==> config.mk <==
export PLATFORM = sky130hd
export DESIGN_NAME = branch_predictor
export DESIGN_NICKNAME = d
export VERILOG_FILES = /design/src/rtl/branch_predictor.sv
export SDC_FILE = /design/constraint.sdc
export NUM_CORES = 2
export LEC_CHECK = 0
export CELL_PAD_IN_SITES_DETAIL_PLACEMENT = 0
export CELL_PAD_IN_SITES_GLOBAL_PLACEMENT = 2
export CORE_MARGIN = 2
export CORE_UTILIZATION = 35
export DETAILED_ROUTE_END_ITERATION = 7
export GPL_ROUTABILITY_DRIVEN = 0
export MAX_ROUTING_LAYER = met4
export PLACE_DENSITY = 0.64
export SLEW_MARGIN = 25
export SYNTH_ARGS = -nofsm -noshare
export SYNTH_HDL_FRONTEND = slang
export SYNTH_SLANG_ARGS = --single-unit
==> constraint.sdc <==
create_clock -name clk -period 7.95 [get_ports clk]
set_input_delay 1.9875 -clock clk [delete_from_list [all_inputs] [get_ports clk]]
set_output_delay 1.9875 -clock clk [all_outputs]
set_load 0.02 [all_outputs]
==> src/rtl/branch_predictor.sv <==
// Direct-mapped branch predictor with 2-bit counters, EX-stage misprediction check and perf counters.
// Lookup and resolution are combinational; the table trains one branch per cycle with no backpressure.
module branch_predictor #(
  parameter int IDX_BITS = 4
) (
  input  logic        clk,
  input  logic        rst,
  input  logic [31:0] if_pc,
  output logic        pred_taken,
  output logic [31:0] pred_target,
  input  logic        ex_valid,
  input  logic [31:0] ex_pc,
  input  logic [31:0] ex_target,
  input  logic        ex_taken,
  input  logic        ex_pred_taken,
  input  logic [31:0] ex_pred_target,
  output logic        mispredict,
  output logic [31:0] redirect_pc,
  output logic [31:0] branch_cnt,
  output logic [31:0] mispred_cnt
);
  localparam int ENTRIES = 1 << IDX_BITS;
  localparam int TAG_W   = 30 - IDX_BITS;

  logic             valid_q  [ENTRIES];
  logic [TAG_W-1:0] tag_q    [ENTRIES];
  logic [31:0]      target_q [ENTRIES];
  logic [1:0]       ctr_q    [ENTRIES];

  logic [IDX_BITS-1:0] if_idx, ex_idx;
  logic [TAG_W-1:0]    if_tag, ex_tag;
  logic                if_hit, ex_hit;

  assign if_idx = if_pc[IDX_BITS+1:2];
  assign if_tag = if_pc[31:IDX_BITS+2];
  assign ex_idx = ex_pc[IDX_BITS+1:2];
  assign ex_tag = ex_pc[31:IDX_BITS+2];

  assign if_hit = valid_q[if_idx] && (tag_q[if_idx] == if_tag);
  assign ex_hit = valid_q[ex_idx] && (tag_q[ex_idx] == ex_tag);

  // Lookup reads the registered table only, so a same-cycle update is not bypassed.
  assign pred_taken  = if_hit && ctr_q[if_idx][1];
  assign pred_target = pred_taken ? target_q[if_idx] : if_pc + 32'd4;

  assign mispredict  = ex_valid &&
                       ((ex_taken != ex_pred_taken) ||
                        (ex_taken && (ex_pred_target != ex_target)));
  assign redirect_pc = ex_taken ? ex_target : ex_pc + 32'd4;

  always_ff @(posedge clk) begin
    if (rst) begin
      for (int i = 0; i < ENTRIES; i++) begin
        valid_q[i]  <= 1'b0;
        tag_q[i]    <= '0;
        target_q[i] <= '0;
        ctr_q[i]    <= 2'b01;
      end
      branch_cnt  <= '0;
      mispred_cnt <= '0;
    end else begin
      if (ex_valid) begin
        branch_cnt <= branch_cnt + 32'd1;
        if (ex_hit) begin
          if (ex_taken) begin
            if (ctr_q[ex_idx] != 2'b11) ctr_q[ex_idx] <= ctr_q[ex_idx] + 2'd1;
            target_q[ex_idx] <= ex_target;
          end else if (ctr_q[ex_idx] != 2'b00) begin
            ctr_q[ex_idx] <= ctr_q[ex_idx] - 2'd1;
          end
        end else if (ex_taken) begin
          // Allocation evicts whatever aliasing branch held this index.
          valid_q[ex_idx]  <= 1'b1;
          tag_q[ex_idx]    <= ex_tag;
          target_q[ex_idx] <= ex_target;
          ctr_q[ex_idx]    <= 2'b10;
        end
      end
      if (mispredict) mispred_cnt <= mispred_cnt + 32'd1;
    end
  end
endmodule

==> PnR_summary.wiki <==
{| class="wikitable"
! Metric !! Value
|-
| Netlist cell types || 75
|-
| Number of top-level pins || 263
|-
| Unrepaired setup endpoints after global routing || false
|-
| Final layout net count || 4265
|-
| Share of power burned in combinational logic || 11.9%
|-
| CTS tree || done
|-
| Largest delay contributor family on the critical path || multiplexers
|-
| Kind of end point of the critical path || output pin
|-
| Detailed-router iteration count before antenna repair || 5
|-
| Register-to-Register Path Depth || 10
|-
| Ratio of cells with drive above 1 in the final layout || 21.1%
|-
| Post-synth net total || 4039
|-
| Fin Hold WS || 0.504 ns
|-
| Post-route minimum period || 7.81 ns
|-
| R2R setup slack || 3.66 ns
|-
| Antenna violation net count after detailed routing || 0
|-
| Share of synthesized flip-flops with an asynchronous set or reset || 0%
|-
| Final instance count without filler cells || 6290
|-
| FF+latch count, synth || 1040
|-
| Count of buffer and inverter cells on the critical path || 6
|-
| Num CTS Buffers || 118
|-
| TritonCTS Sinks || 1040
|-
| Fmax || 128 MHz
|-
| Starting Density || 35.1%
|-
| Max-slew violation count || 0
|-
| Dpl hpwl || 133000 um
|-
| Clk network pwr share || 41.5%
|-
| Count of buffers from port buffering || 262
|-
| Switching fraction of total power || 25.7%
|-
| Critical path data required time || 5.96 ns
|-
| Routed WL per cell || 34.5 um
|-
| Y dimension of the die || 397 um
|-
| Area grow syn2layout || 18.8%
|-
| Sequential-to-total area share from yosys stat || 56.4%
|-
| Count of flip-flops with a built-in enable after synthesis || 960
|-
| Worst Hold Path EP || branch_cnt[24]$_SDFFE_PP0P_
|-
| Maximum VDD drop || 0.181 mV
|-
| Die area || 0.157 mm^2
|-
| Worst reg2reg endpoint || tag_q[0][15]$_SDFFCE_PN0P_
|-
| Internal power component || 10.2 mW
|-
| Maximum single-stage delay on the critical path || 0.52 ns
|-
| Core box area || 0.154 mm^2
|-
| GRT Util Overall || 28.1%
|-
| Reg power frac || 46.6%
|-
| Number of antenna violations at the first check in global routing || 26
|-
| Final worst clock skew || 0.0472 ns
|-
| Maximum fanout along the worst path || 33
|-
| Routed vias || 36800
|-
| Count of maximum capacitance violations || 0
|-
| Vias per cell || 5.85
|-
| Cell count after placement || 6048
|-
| Main flop type after synthesis || edfxtp_1
|-
| Final hold violation count || 0
|-
| Number of buffers inserted by post-CTS setup repair || 0
|-
| Number of endpoints failing setup at the final stage || 0
|-
| Type of origin of the critical path || input port
|-
| Total number of yosys warnings || 0
|-
| Least-Margin Pin Slew || 1.18 ns
|-
| Share of the cycle needed by the critical path after routing || 98.3%
|-
| Number of remaining DRC errors || 0
|-
| Total wirelength of the detailed-routed design || 217000 um
|-
| Quantity of hold-fixing buffers added after cts || 0
|-
| Signal arrival time at the worst endpoint || 5.83 ns
|-
| Total power divided by cell area || 213 mW/mm^2
|-
| Grt total ovfl || 0
|-
| Worst Setup Slack post-DPL || -0.272 ns
|-
| Total leakage power || 23.4 nW
|-
| CTS H-Tree Depth || 3
|-
| Min-delay src || branch_cnt[24]$_SDFFE_PP0P_
|-
| Synthesized area per cell || 13.8 um^2
|-
| Critical path start-end classification || in2out
|-
| Root buffer selected by CTS || clkbuf_16
|-
| Kind of path behind the tightest hold check || reg2reg
|-
| Summed area of non-filler cells in the final layout || 0.0641 mm^2
|-
| First-pass GRT wire length || 299000 um
|-
| Starting DRT DRC Count || 4752
|-
| Outcome || finished clean
|-
| Switching power summed over all nets || 3.52 mW
|-
| Die outline width || 397 um
|-
| Overall power after layout || 13.7 mW
|-
| Number of cells traversed by the worst hold path || 2
|-
| Largest net degree at the start of global routing || 277
|-
| Min setup slack post-route || 0.137 ns
|-
| Area of placed instances || 0.0601 mm^2
|-
| Ordered cell list for the critical path || buf_16, buf_12, mux4_2, mux4_2, xor2_1, nor4_2, buf_4, nand4_1, buf_4, nor4_4, buf_12, mux2_2, dlygate4sd2_1
|-
| Worst max-slew margin expressed relative to the limit || 20.8%
|-
| Clock-pin slew reported for the worst setup and hold paths after clock tree synthesis || 0.06 ns
|-
| Launch instance of the worst register-to-register path || tag_q[3][3]$_SDFFCE_PN0P_
|-
| Count of mapped cells out of synthesis || 3899
|-
| Maximum number of buffers from clock root to sink || 3
|-
| Clock Latency Late Sink || 0.77 ns
|-
| Vias in the first global route || 36300
|-
| Slowest cell on the critical path || mux4_2
|-
| Row count || 144
|-
| Summed instance area of the synthesized netlist || 0.0540 mm^2
|}
through the flow:
step	util (%)	TNS (ns)
floorplan	-	0
global placement	39.1	-7.34
detailed placement	39.1	-8.23
CTS	41.7	0
global route	41.7	0
finish	41.7	0
layer usage:
metal  vias to the layer above  wire, um  GRT usage, %
met5                         -         0             -
met4                         0      5240          7.05
met3                       261     18700          5.11
met2                      1804     97600          41.6
met1                     19400     95300          39.8
li1                      15400         -             -
timing repair:
action | 4_1_cts | 5_1_grt
hold endpoints to repair | 0 | 0
gates resized for setup | 39 | 0
setup endpoints to repair | 33 | 0
final cells by class:
type                       instances  area, um^2
fill                           13900       89500
antenna                           23        57.6
tap                             2044        2560
sequential                      1040       30400
timing repair buffer             500        4910
clock buffer                     134        3010
inverter                          25        93.8
clock inverter                    84         972
multi-input combinational       2440       22100
registers in the layout (all words and copies together), names as in the netlist:
| signal | flops |
|---|---|
| mispred_cnt | 32 |
| branch_cnt | 32 |
| target_q | 512 |
| valid_q | 16 |
| ctr_q | 32 |
| tag_q | 416 |
how the worst max path moves through the flow:
stage | startpoint | to | slack (ns) | depth (start not counted)
after CTS | if_pc[2] | pred_target[9] | 0.15 | 13
after floorplan | if_pc[2] | pred_target[22] | 0.70 | 11
after detailed placement | if_pc[2] | pred_target[10] | -0.27 | 13
after global placement | if_pc[2] | pred_target[30] | -0.24 | 13
final | if_pc[2] | pred_target[29] | 0.14 | 13
after global routing | if_pc[2] | pred_target[29] | 0.03 | 13
power groups by stage:
stage	registers [mW]	clock network (mW)	logic (mW)
4_1_cts	6.36	5.76	1.63
5_1_grt	6.39	5.95	1.70
3_3_place_gp	6.48	0	1.63
2_1_floorplan	6.43	0	0.866
6_report	6.37	5.67	1.63
3_5_place_dp	6.48	0	1.63
placed cells by master (no fill, tap or decap), types with 8 or more instances in the layout:
cell type	synthesis	final
mux4_1	9	9
diode_2	0	23
and3_1	441	441
buf_4	6	202
or3_1	13	13
edfxtp_1	960	960
a21o_2	0	16
clkbuf_1	309	16
buf_12	4	41
a221o_1	17	17
mux2_2	41	41
dlygate4sd2_1	0	32
a21oi_1	27	27
a22oi_1	30	30
xor2_1	91	90
nor4_1	30	28
nor2_4	0	16
nand3_1	53	52
bufinv_16	0	16
and4_1	8	8
nand4_1	23	23
mux2i_1	111	111
nor2_1	144	126
inv_1	21	21
dfxtp_1	80	80
clkdlybuf4s50_1	0	217
nor3_1	51	51
o22ai_1	9	9
clkbuf_16	0	118
and2_1	521	521
o21ai_0	83	67
a22o_1	32	32
clkinv_1	2	24
a31oi_1	8	8
o21ai_4	0	16
xnor2_1	93	93
mux4_2	347	347
nand2_1	129	128
clkinv_2	0	29
cells in the mapped netlist (all sizes together) (9+ instances only):
cell / n / area, um^2
edfxtp: 960 / 28800
and2: 521 / 3260
and3: 441 / 2760
mux4: 356 / 8050
clkbuf: 309 / 1160
nor2: 144 / 541
nand2: 129 / 484
mux2i: 111 / 1110
xnor2: 93 / 815
xor2: 91 / 797
buf: 85 / 558
o21ai: 83 / 415
dfxtp: 80 / 1600
nand3: 53 / 265
nor3: 51 / 255
mux2: 46 / 518
a22o: 32 / 280
nor4: 32 / 221
a22oi: 30 / 225
a21oi: 27 / 135
inv: 23 / 86.3
nand4: 23 / 144
a21o: 21 / 158
a221o: 17 / 170
or3: 13 / 81.3
nor2b: 10 / 62.6
o22ai: 9 / 56.3
worst reg2reg max path, delay by kind of cell, from the launching register on:
kind                   cells  cell delay [ns]
muxes                      2             0.90
buffers and inverters      2             0.60
and+or+nand+nor            5             1.75
DFF                        1             0.41
AOI/OAI and AO/OA          1             0.37
cell families (layout without fill, tap and decap cells):
kind of cell | count (synthesis) | after routing | share of synthesized area [%]
buf+inv | 419 | 743 | 3.36
fa+ha+maj | 7 | 7 | 0.162
compound gates | 287 | 287 | 3.76
xor+xnor | 184 | 184 | 2.99
mux | 513 | 513 | 17.9
simple gates | 1449 | 1449 | 15.4
other cells | 0 | 23 | 0
flops | 1040 | 1040 | 56.4
No activity file was read; power rests on OpenSTA's default activity.
